$ cat src/rtl/lsu_riscv.sv
// MA-stage load/store unit: one memory op at a time over a req/gnt/rvalid bus,
// with lane steering, load alignment/extension, misalign detect, timeout and flush.
module lsu_riscv #(
   parameter int XLEN        = 32,
   parameter int ADDR_W      = 32,
   parameter int TIMEOUT_CYC = 255
) (
   input  logic                clk,
   input  logic                rst_i,
   input  logic                req_valid_i,
   input  logic                req_we_i,
   input  logic [1:0]          req_size_i,
   input  logic                req_sign_i,
   input  logic [ADDR_W-1:0]   req_addr_i,
   input  logic [XLEN-1:0]     req_wdata_i,
   input  logic                flush_i,
   output logic                stall_o,
   output logic                resp_valid_o,
   output logic [XLEN-1:0]     resp_data_o,
   output logic                misalign_o,
   output logic                bus_err_o,
   output logic                mem_req_o,
   input  logic                mem_gnt_i,
   output logic                mem_we_o,
   output logic [ADDR_W-1:0]   mem_addr_o,
   output logic [XLEN/8-1:0]   mem_be_o,
   output logic [XLEN-1:0]     mem_wdata_o,
   input  logic                mem_rvalid_i,
   input  logic [XLEN-1:0]     mem_rdata_i,
   input  logic                mem_err_i,
   output logic [1:0]          dbg_state_o
);

   localparam int BE_W  = XLEN / 8;
   localparam int OFF_W = $clog2(BE_W);
   localparam int CNT_W = (TIMEOUT_CYC > 1) ? $clog2(TIMEOUT_CYC) : 1;
   localparam logic [CNT_W-1:0] TO_LAST = CNT_W'((TIMEOUT_CYC > 0) ? TIMEOUT_CYC - 1 : 0);

   // Handshake: mem_req_o is held with stable addr/be/wdata/we until the cycle mem_gnt_i is
   // high; mem_rvalid_i (with mem_err_i) may arrive in that same cycle or any later cycle.
   typedef enum logic [1:0] {S_IDLE, S_REQ, S_WAIT, S_RESP} state_t;

   state_t              r_state, w_state_nxt;
   logic [CNT_W-1:0]    r_cnt;
   logic                r_flag;
   logic                r_we, r_sign;
   logic [1:0]          r_size;
   logic [OFF_W-1:0]    r_off;
   logic                r_mem_req, r_mem_we;
   logic [ADDR_W-1:0]   r_mem_addr;
   logic [BE_W-1:0]     r_mem_be;
   logic [XLEN-1:0]     r_mem_wdata;
   logic                r_resp_valid, r_misalign, r_bus_err;
   logic [XLEN-1:0]     r_resp_data;

   logic                w_accept, w_complete, w_to, w_misalign, w_timeout, w_busy;
   logic [OFF_W-1:0]    w_off;
   logic [2:0]          w_off3;
   logic [7:0]          w_be_base;
   logic [BE_W-1:0]     w_be;
   logic [XLEN-1:0]     w_wdata, w_shift, w_mask, w_ld;
   logic                w_sbit;

   assign w_off     = req_addr_i[OFF_W-1:0];
   assign w_off3    = 3'(w_off);
   assign w_busy    = (r_state == S_REQ) || (r_state == S_WAIT);
   assign w_timeout = (TIMEOUT_CYC != 0) && w_busy && (r_cnt >= TO_LAST);

   always_comb begin
      w_misalign = 1'b0;
      w_be_base  = 8'h01;
      case (req_size_i)
         2'b00: begin w_misalign = 1'b0;                       w_be_base = 8'h01; end
         2'b01: begin w_misalign = w_off3[0];                  w_be_base = 8'h03; end
         2'b10: begin w_misalign = |w_off3[1:0];               w_be_base = 8'h0F; end
         default: begin w_misalign = (XLEN < 64) || (|w_off3); w_be_base = 8'hFF; end
      endcase
   end

   assign w_be = BE_W'(w_be_base) << w_off;

   // Each byte lane takes the store byte that lands on it for the given access size.
   always_comb begin
      w_wdata = '0;
      for (int i = 0; i < BE_W; i++) begin
         case (req_size_i)
            2'b00:   w_wdata[i*8 +: 8] = req_wdata_i[7:0];
            2'b01:   w_wdata[i*8 +: 8] = req_wdata_i[(i % 2)*8 +: 8];
            2'b10:   w_wdata[i*8 +: 8] = req_wdata_i[(i % 4)*8 +: 8];
            default: w_wdata[i*8 +: 8] = req_wdata_i[i*8 +: 8];
         endcase
      end
   end

   // Load formatting: the mask's top bit selects the sign bit of the access.
   assign w_shift = mem_rdata_i >> {r_off, 3'b000};
   assign w_mask  = (XLEN'(1) << (7'd8 << r_size)) - XLEN'(1);
   assign w_sbit  = |(w_shift & (w_mask & ~(w_mask >> 1)));
   assign w_ld    = (w_shift & w_mask) | ((r_sign && w_sbit) ? ~w_mask : '0);

   always_comb begin
      w_state_nxt = r_state;
      w_accept    = 1'b0;
      w_complete  = 1'b0;
      w_to        = 1'b0;
      case (r_state)
         S_IDLE: begin
            if (req_valid_i && !flush_i) begin
               w_accept    = 1'b1;
               w_state_nxt = w_misalign ? S_RESP : S_REQ;
            end
         end
         S_REQ: begin
            if (flush_i && !mem_gnt_i) begin
               w_state_nxt = S_IDLE;
            end else if (mem_gnt_i && mem_rvalid_i) begin
               w_complete  = 1'b1;
               w_state_nxt = flush_i ? S_IDLE : S_RESP;
            end else if (mem_gnt_i) begin
               w_state_nxt = S_WAIT;
            end else if (w_timeout) begin
               w_to        = 1'b1;
               w_state_nxt = S_RESP;
            end
         end
         S_WAIT: begin
            if (mem_rvalid_i) begin
               w_complete  = 1'b1;
               w_state_nxt = (r_flag || flush_i) ? S_IDLE : S_RESP;
            end else if (w_timeout) begin
               w_to        = 1'b1;
               w_state_nxt = (r_flag || flush_i) ? S_IDLE : S_RESP;
            end
         end
         default: w_state_nxt = S_IDLE;
      endcase
   end

   always_ff @(posedge clk) begin
      if (rst_i) begin
         r_state      <= S_IDLE;
         r_cnt        <= '0;
         r_flag       <= 1'b0;
         r_we         <= 1'b0;
         r_sign       <= 1'b0;
         r_size       <= 2'b00;
         r_off        <= '0;
         r_mem_req    <= 1'b0;
         r_mem_we     <= 1'b0;
         r_mem_addr   <= '0;
         r_mem_be     <= '0;
         r_mem_wdata  <= '0;
         r_resp_valid <= 1'b0;
         r_misalign   <= 1'b0;
         r_bus_err    <= 1'b0;
         r_resp_data  <= '0;
      end else begin
         r_state <= w_state_nxt;
         if (w_busy && (w_state_nxt == S_REQ || w_state_nxt == S_WAIT)) begin
            if (r_cnt != '1) r_cnt <= r_cnt + 1'b1;
         end else begin
            r_cnt <= '0;
         end
         // A squashed op that already owns the bus drains silently through WAIT.
         r_flag <= (w_state_nxt == S_WAIT) && (r_flag || flush_i);
         if (w_accept) begin
            r_we        <= req_we_i;
            r_sign      <= req_sign_i;
            r_size      <= req_size_i;
            r_off       <= w_off;
            r_mem_we    <= req_we_i;
            r_mem_addr  <= {req_addr_i[ADDR_W-1:OFF_W], OFF_W'(0)};
            r_mem_be    <= w_be;
            r_mem_wdata <= w_wdata;
         end
         r_mem_req    <= (w_state_nxt == S_REQ);
         r_resp_valid <= (w_state_nxt == S_RESP);
         r_misalign   <= w_accept && w_misalign;
         r_bus_err    <= (w_state_nxt == S_RESP) && ((w_complete && mem_err_i) || w_to);
         r_resp_data  <= ((w_state_nxt == S_RESP) && w_complete && !mem_err_i && !r_we) ? w_ld : '0;
      end
   end

   assign stall_o      = w_busy || ((r_state == S_IDLE) && req_valid_i && !flush_i);
   assign resp_valid_o = r_resp_valid && !flush_i;
   assign misalign_o   = r_misalign && !flush_i;
   assign bus_err_o    = r_bus_err && !flush_i;
   assign resp_data_o  = r_resp_data;
   assign mem_req_o    = r_mem_req;
   assign mem_we_o     = r_mem_we;
   assign mem_addr_o   = r_mem_addr;
   assign mem_be_o     = r_mem_be;
   assign mem_wdata_o  = r_mem_wdata;
   assign dbg_state_o  = r_state;

endmodule

$ cat config.mk
export PLATFORM = sky130hd
export DESIGN_NAME = lsu_riscv
export DESIGN_NICKNAME = d
export VERILOG_FILES = /design/src/rtl/lsu_riscv.sv
export SDC_FILE = /design/constraint.sdc
export NUM_CORES = 1
export LEC_CHECK = 0
export CORE_ASPECT_RATIO = 1.1
export CORE_MARGIN = 1
export CORE_UTILIZATION = 47
export CTS_BUF_LIST = sky130_fd_sc_hd__clkbuf_16
export CTS_CLUSTER_DIAMETER = 200
export DETAILED_ROUTE_END_ITERATION = 8
export MAX_ROUTING_LAYER = met4
export PLACE_DENSITY = 0.81
export RECOVER_POWER = 100
export SLEW_MARGIN = 20
export SYNTH_ARGS = -nofsm -noshare
export SYNTH_HDL_FRONTEND = slang
export SYNTH_SLANG_ARGS = --single-unit
$ cat constraint.sdc
create_clock -name clk -period 5.3 [get_ports clk]
set_input_delay 1.06 -clock clk [delete_from_list [all_inputs] [get_ports clk]]
set_output_delay 1.06 -clock clk [all_outputs]
set_load 0.01 [all_outputs]
# Word-level counts from Yosys, hierarchy flattened
# Index checks and enable logic that the tools add are counted.
dict set report classes {
  n_addsub 2
  order_cmp 1
  eq_ne 8
  shifts 4
  mux 29
  bitwise_logic 8
  n_reduce_logical 34
}
# op n
set op_table {}
lappend op_table {{32-bit bitwise AND} 3}
lappend op_table {{32-bit two-way mux} 1}
lappend op_table {{31-bit inverter with 32-bit output} 1}
lappend op_table {{32-bit inverter} 1}
lappend op_table {{32-bit bitwise OR} 1}
lappend op_table {{32-bit OR reduction} 1}
lappend op_table {{1-bit by 7-bit left shift with 32-bit output, first input constant} 1}
lappend op_table {{32-bit by 5-bit >> shifter with 32-bit output} 1}
lappend op_table {{32-bit by 2-bit subtractor with 32-bit output, second input constant} 1}
lappend op_table {{2-bit two-way mux} 10}
lappend op_table {{1-bit logical AND} 18}
lappend op_table {{8-bit two-way mux} 2}
lappend op_table {{8-bit one-hot mux with 2 select lines} 1}
lappend op_table {{4-bit one-hot mux with 3 select lines} 1}
lappend op_table {{1-bit two-way mux} 10}
lappend op_table {{8-bit by 1-bit adder with 8-bit output, second input constant} 1}
lappend op_table {{2-bit equality test, second input constant} 4}
lappend op_table {{8-bit >= comparator, second input constant} 1}
lappend op_table {{8-bit != test, second input constant} 1}
lappend op_table {{2-bit OR reduction} 4}
lappend op_table {{4-bit by 2-bit left shift with 7-bit output, first input constant} 1}
lappend op_table {{2-bit by 1-bit equality test with 1-bit output, second input constant} 3}
lappend op_table {{2-bit one-hot mux with 3 select lines} 1}
lappend op_table {{1-bit logical OR} 5}
lappend op_table {{other kinds (6)} 12}
dict set report totals {
  ff_bits 119
  out_inout_bits 108
  elab_cells 101
}

# Longest topological paths before layout
dict set report depth {
  word_depth 14
  depth_mapped 9
  ltp_nobuf 7
}

# Worst setup path before layout
# No wires, ideal clock.
dict set report synth_timing {
  path_type {in2out}
  start {in flush_i}
  end {out stall_o}
  arrival_ps 1876
  setup_slack_ps 2364
  path_stages 5
  path_buffers 2
  path_cell_list {buf_2 nor2b_1 nand2_1 clkbuf_1 nand2b_1}
}
dict set report synth_via {
  elab_chain_len 3
}
# item line
set synth_rtl {}
lappend synth_rtl {{start, declared} 16} ;# input logic flush_i,
lappend synth_rtl {{1-bit logical NOT} 184} ;# assign stall_o = w_busy || ((r_state == S_IDLE) && req_valid_i && !flush_i);
lappend synth_rtl {{1-bit logical AND} 184}
lappend synth_rtl {{1-bit logical OR} 184}
lappend synth_rtl {{end, declared} 17} ;# output logic stall_o,
# No other way between the ends.

# Final worst setup path
dict set report layout_timing {
  start {in flush_i}
  end {reg r_resp_data[18], in the netlist resp_data_o[18]}
}
dict set report layout_via {
  elab_chain_len 11
  elab_cells_between_ends 20
}
# item line
set layout_rtl {}
lappend layout_rtl {{1-bit logical OR} {129, 132}}
lappend layout_rtl {{2-bit two-way mux} {129, 132}}
lappend layout_rtl {{2-bit two-way mux} 130} ;# end else if (w_timeout) begin
lappend layout_rtl {{2-bit two-way mux} 127} ;# if (mem_rvalid_i) begin
lappend layout_rtl {{2-bit one-hot mux with 3 select lines} 106} ;# case (r_state)
lappend layout_rtl {{2-bit equality test} 180} ;# r_resp_data <= ((w_state_nxt == S_RESP) && w_complete && !mem_err_i && !r_we) ? w_ld : '0;
lappend layout_rtl {{1-bit logical AND (*) (3 in series)} 180}
lappend layout_rtl {{1-bit inverter (no source line) (*)} -}
lappend layout_rtl {{2-bit OR reduction (no source line) (*)} -}
lappend layout_rtl {{end signal, assigned} 180}
lappend layout_rtl {{end, declared} 54} ;# logic [XLEN-1:0] r_resp_data;
# Mark *: on every way between the ends. The rest lies on a longest branch, timed or not.
# A chain may end at the register's enable or synchronous reset.

==> flow_metrics.env <==
export IMPL_numCtsBuffers=17
export IMPL_gr_usage_met2_pct=48.5
export IMPL_arrival_ps=4620
export IMPL_synth_seq_area_share_pct=43.2
export IMPL_swShare_pct=25.7
export IMPL_yosysUniqueCellTypes=56
export IMPL_synth_top_area_cell="dfxtp_1"
export IMPL_vdd_ir_drop_worst_mv=0.211
export IMPL_outcome="finished with violations"
export IMPL_synth_top_cells_by_count="160 x nand2_1, 119 x dfxtp_1, 67 x a21oi_1"
export IMPL_drive_above_1_share_pct=6.02
export IMPL_syn_area_mm2=0.00552
export IMPL_yosysWarningCount=0
export IMPL_synth_main_ff_cell="dfxtp_1"
export IMPL_globalRouteOverflowTotal=0
export IMPL_grt_busiest_layer="met2"
export IMPL_core_mm2=0.0114
export IMPL_grt_max_degree=90
export IMPL_ff_latch_area_mm2=0.00238
export IMPL_place_gp_congestion=0.932
export IMPL_tns_ps=0
export IMPL_area_growth_pct=49.5
export IMPL_synth_seq_cells=119
export IMPL_final_cell_area_mm2=0.00825
export IMPL_cp_common_cell="nand4_1"
export IMPL_critPathKind="in2reg"
export IMPL_power_frac_seq_pct=39.4
export IMPL_clk_pin_slew_worst_paths_ps=50
export IMPL_grt_use_met1_pct=31.9
export IMPL_cts_htree_levels=4
export IMPL_synth_top_area_share_pct=43.2
export IMPL_pwr_share_comb_pct=15.9
export IMPL_dieArea_mm2=0.0122
export IMPL_hpwl_um=11700
export IMPL_crit_path_end_kind="register"
export IMPL_grt_use_met3_pct=8.27
export IMPL_cp_required_ps=5570
export IMPL_maxCapViolations=3
export IMPL_cts_root_buf="clkbuf_16"
export IMPL_rsz0062_at_grt="no"
export IMPL_vias_per_cell=5.51
export IMPL_synthAdderAreaFrac_pct=1.59
export IMPL_fp_dieH_um=116
export IMPL_wl_per_cell_um=16.3
export IMPL_hp_class="reg2reg"
export IMPL_rows=41
export IMPL_p_clk_share_pct=44.7
export IMPL_failed_checks="max-capacitance violations, max-slew violations"
export IMPL_slowest_delay_ps=1210
export IMPL_synth_simple_area_share_pct=21.5
export IMPL_min_period_over_period_pct=82.1
export IMPL_leakage_nw=3.25
export IMPL_nFillCells=900
export IMPL_grt_pass1_wl_um=26600
export IMPL_synth_compound_area_share_pct=19.2
export IMPL_switchingPower_w=0.000624
export IMPL_grt_pass1_vias=5401
export IMPL_path_max_fanout=35
export IMPL_cp_start_kind="input port"
export IMPL_drc=0
export IMPL_synth_cells=682
export IMPL_io_buffers=212
export IMPL_cts_num_sinks=119
export IMPL_fin_skew_ps=7.40
export IMPL_syn_area_per_cell_um2=8.09
export IMPL_slew_viol_final=149
export IMPL_synth_edff_count=0
export IMPL_slew_headroom_pct=-67.1
export IMPL_postCtsHoldBufs=0
export IMPL_synthMuxAreaShare_pct=9.48
export IMPL_holdPathStages=2
export IMPL_fmax_ghz=0.230
export IMPL_min_period_ps=4350
export IMPL_p_int_w=0.00180
export IMPL_synthArstFlopShare_pct=0
export IMPL_wl_um=16800
export IMPL_reg2regPathDepth=7
export IMPL_worstMarginPinSlew_ps=2510
export IMPL_synthTopCellsByArea="dfxtp_1 43%, nand2_1 11%, mux2i_1 7.4%"
export IMPL_setup_viol=0
export IMPL_hold_viol_final=0
export IMPL_multi_input_area_mm2=0.00290
export IMPL_ant_nets=0
export IMPL_clockBufferDepth=2
export IMPL_cts_tree="built"
export IMPL_antenna_found_initial=0
export IMPL_clock_latency_ps=410
export IMPL_finish_net_count=982
export IMPL_path_cells="dlygate4sd3_1 -> or3b_1 -> o211a_1 -> nand4_1 -> nand4_1 -> a211oi_1"
export IMPL_post_synth_top_count_cell="nand2_1"
export IMPL_postCtsSetupBuffers=0
export IMPL_synth_xor_area_share_pct=0.317
export IMPL_die_x_um=105
export IMPL_grt_usage_pct=28.5
export IMPL_diodes=0
export IMPL_start_util_pct=48.2
export IMPL_cts_resized=0
export IMPL_via_count=5679
export IMPL_cp_slowest_cell="nand4_1"
export IMPL_p_per_area_mw_per_mm2=294
export IMPL_ios=215
export IMPL_drt_iter0_markers=345
export IMPL_first_pass_iters=5
export IMPL_synth_top_family_by_area="simple AND/OR/NAND/NOR gates"
export IMPL_worst_hold_slack_ps=449
export IMPL_dpl_instance_area_mm2=0.00768
-- kinds of logic after synthesis --
logic type / Yosys count
AND/OR/NAND/NOR: 268
AO/OA/AOI/OAI: 170
flip-flops: 119
buffers and inverters: 65
multiplexers: 50
adder cells (fa/ha/maj): 7
XOR/XNOR: 2
other: 1
-- sequential cells by signal, indices dropped and copies added (netlist names) --
name,cells
mem_wdata_o,32
r_sign,1
mem_addr_o,30
r_cnt,8
r_off,2
mem_req_o,1
mem_be_o,4
r_bus_err,1
r_resp_valid,1
r_misalign,1
dbg_state_o,2
mem_we_o,1
resp_data_o,32
r_size,2
r_flag,1
-- stage by stage --
step | setup WS (ps) | power [W] | std cells | utilization (%)
after floorplan | 2360 | 0.00117 | 684 | -
after global placement | 1450 | 0.00135 | 998 | 67.1
after detailed placement | 1290 | 0.00137 | 998 | 67.1
after CTS | 1460 | 0.00245 | 1030 | 72.0
after global routing | 752 | 0.00252 | 1031 | 72.1
final | 949 | 0.00242 | 1031 | 72.1
-- per-layer routing --
layer  routed length [um]  vias to the layer above  share of wire [%]
li1                     -                     2763                  -
met1                 6410                     2639                 38
met2                 8640                      259                 51
met3                 1540                       18                9.1
met4                  244                        0                1.4
met5                    0                        -                  0
-- power by group through the flow --
stage	registers, W	logic [W]	clock network [W]
finish	0.000955	0.000385	0.00109
floorplan	0.000983	0.000185	0
detailed placement	0.000974	0.000392	0
CTS	0.000956	0.000395	0.00110
global route	0.000959	0.000420	0.00114
global placement	0.000972	0.000382	0
-- worst paths after layout --
kind                                from                           to  slack [ps]
max                              flush_i   resp_data_o[18]$_SDFF_PP0_         950
min          mem_addr_o[23]$_SDFFE_PP0P_  mem_addr_o[23]$_SDFFE_PP0P_         450
max reg2reg    dbg_state_o[0]$_SDFF_PP0_   resp_data_o[18]$_SDFF_PP0_        1220
min reg2reg  mem_addr_o[23]$_SDFFE_PP0P_  mem_addr_o[23]$_SDFFE_PP0P_         450
-- worst max-delay path, delay by kind of cell --
kind	cells	cell delay, ps
buf+inv	1	700
compound gates	2	850
simple gates	3	1990
-- final cells by class --
| type | instances | area share, % |
|---|---|---|
| Multi-Input combinational cell | 500 | 35.2 |
| Timing Repair Buffer | 220 | 26.3 |
| Sequential cell | 119 | 28.9 |
| Clock inverter | 15 | 1.70 |
| Clock buffer | 17 | 5.16 |
| Inverter | 10 | 0.455 |
| Tap cell | 150 | 2.28 |
-- layout by cell type, fill, tap and decap left out, types with 3 or more instances in the layout --
master and instances:
nor3_1 21, nand2b_1 8, nand4_1 12, buf_4 4, dfxtp_1 119, clkinv_2 3
conb_1 3, o21ai_0 31, mux2i_1 41, nand2_1 160, dlygate4sd3_1 107, nor2_1 32
nor4_1 3, nand3_1 5, o31ai_1 10, mux2_2 8, a311oi_1 8, a211oi_1 33
a21oi_1 67, clkinvlp_4 6, ha_1 7, nor2b_1 10, inv_1 11, clkdlybuf4s50_1 104
clkbuf_16 17
No activity file was read; power rests on OpenSTA's default activity.
==> RTL edit, RTL diff (same settings) <==
`r_resp_data` no longer has a reset.
--- a/src/rtl/lsu_riscv.sv
+++ b/src/rtl/lsu_riscv.sv
@@ -153,7 +153,6 @@
          r_resp_valid <= 1'b0;
          r_misalign   <= 1'b0;
          r_bus_err    <= 1'b0;
-         r_resp_data  <= '0;
       end else begin
          r_state <= w_state_nxt;
          if (w_busy && (w_state_nxt == S_REQ || w_state_nxt == S_WAIT)) begin
@@ -177,8 +176,11 @@
          r_resp_valid <= (w_state_nxt == S_RESP);
          r_misalign   <= w_accept && w_misalign;
          r_bus_err    <= (w_state_nxt == S_RESP) && ((w_complete && mem_err_i) || w_to);
-         r_resp_data  <= ((w_state_nxt == S_RESP) && w_complete && !mem_err_i && !r_we) ? w_ld : '0;
       end
+   end
+
+   always_ff @(posedge clk) begin
+      r_resp_data <= ((w_state_nxt == S_RESP) && w_complete && !mem_err_i && !r_we) ? w_ld : '0;
    end
 
    assign stall_o      = w_busy || ((r_state == S_IDLE) && req_valid_i && !flush_i);
Formal check against the unedited RTL: differs if rst_i is asserted again (counterexample within 4 cycles, from zero or initial values and one cycle with rst_i high); with rst_i held inactive, the same outputs for 4 cycles.
==> RTL edit against the unedited design <==
- the run still ends with max-capacitance violations, max-slew violations left
- core utilization grew 0.99 points
- total power is 4.5% higher
- register-to-register slack improved by 0.72 ns
- clock skew down 0.00051 ns
- sequential power about the same
- critical path depth down 1
- sequential cell count stayed put
- design area shrank 2.9%
- synthesized area fell by 4.1%
- global-route usage hardly changed
- worst setup slack better by 0.46 ns
- wire length shrank 7.0%
- final cell count is 2.4% lower
==> RTL edit: results <==
{
  "p_leak_nw": 3.24,
  "nMultiInputCombCells": 483,
  "use_met2_pct": 45.6,
  "drt_iter0_drc": 256,
  "post_synth_num_cell_types": 49,
  "multi_input_area_sq_mm": 0.00264,
  "period_needed_ns": 3.89,
  "core_area_sq_mm": 0.0110,
  "wirelength_mm": 15.7,
  "drv_slew": 88,
  "failed_checks": "max-capacitance violations, max-slew violations",
  "n_all_buffers": 218,
  "use_met3_pct": 8.28,
  "clock_cell_area_share_pct": 7.72,
  "finClkSkew_ns": 0.00689,
  "r2r_end": "resp_data_o[29]$_SDFF_PN0_",
  "pwr-share-clk_pct": 47.6,
  "avgSynthCellArea_sq_um": 8.04,
  "endpoint": "stall_o",
  "synth_seq_area_share_pct": 45.0,
  "nFillCells": 818,
  "dp_cells": 975,
  "place_hpwl_mm": 11.0,
  "p_int_mw": 1.94,
  "whs_endpoint": "mem_addr_o[25]$_SDFFE_PP0P_",
  "finish.utilization_pct": 73.1,
  "viasPerCell": 5.30,
  "cp_max_fo": 11,
  "grt_pass1_vias": 5240,
  "yosysTopAreaCellShare_pct": 45.0,
  "wl_met2_mm": 7.69,
  "status": "complete, but fails checks",
  "yosys-top-cells-area": "dfxtp_1 (45%), nand2_1 (12%), a21oi_1 (8.1%)",
  "slew_headroom_pct": -10.9,
  "worstHoldStart": "mem_addr_o[25]$_SDFFE_PP0P_",
  "wl_met3_mm": 1.19,
  "routabilityCongestion": 0.896,
  "nNetsFinal": 961,
  "instances_no_fill": 1006,
  "track_usage_pct": 28.4,
  "drv_cap": 1,
  "met1_usage_pct": 33.4
}
[RTL edit: changes by cell type in the layout (fill, tap and decap cells not counted), moves of 6 or more]
cell / before / now
a21oi_1: 67 / 86
a211oi_1: 33 / 15
nand2_1: 160 / 174
nor3_1: 21 / 8
nor2_1: 32 / 44
nand4_1: 12 / 1
o31ai_1: 10 / 0
mux2i_1: 41 / 35
[RTL edit: critical path: stages]
cell           delay [ns]
dlygate4sd3_1        0.69
nor2b_1              0.29
nand2_2              0.09
nand2b_1             0.09
dlygate4sd3_1        0.61
[RTL edit: logic make-up after synthesis]
| group | share of synthesized area [%] |
|---|---|
| and+or+nand+nor | 21.6 |
| AOI/OAI and AO/OA | 17.2 |
| DFF | 45.0 |
| buffers and inverters | 4.78 |
| muxes | 8.54 |
| adders and majority gates | 1.66 |
| xor gates and xnor gates | 1.14 |
| other | 0.0709 |
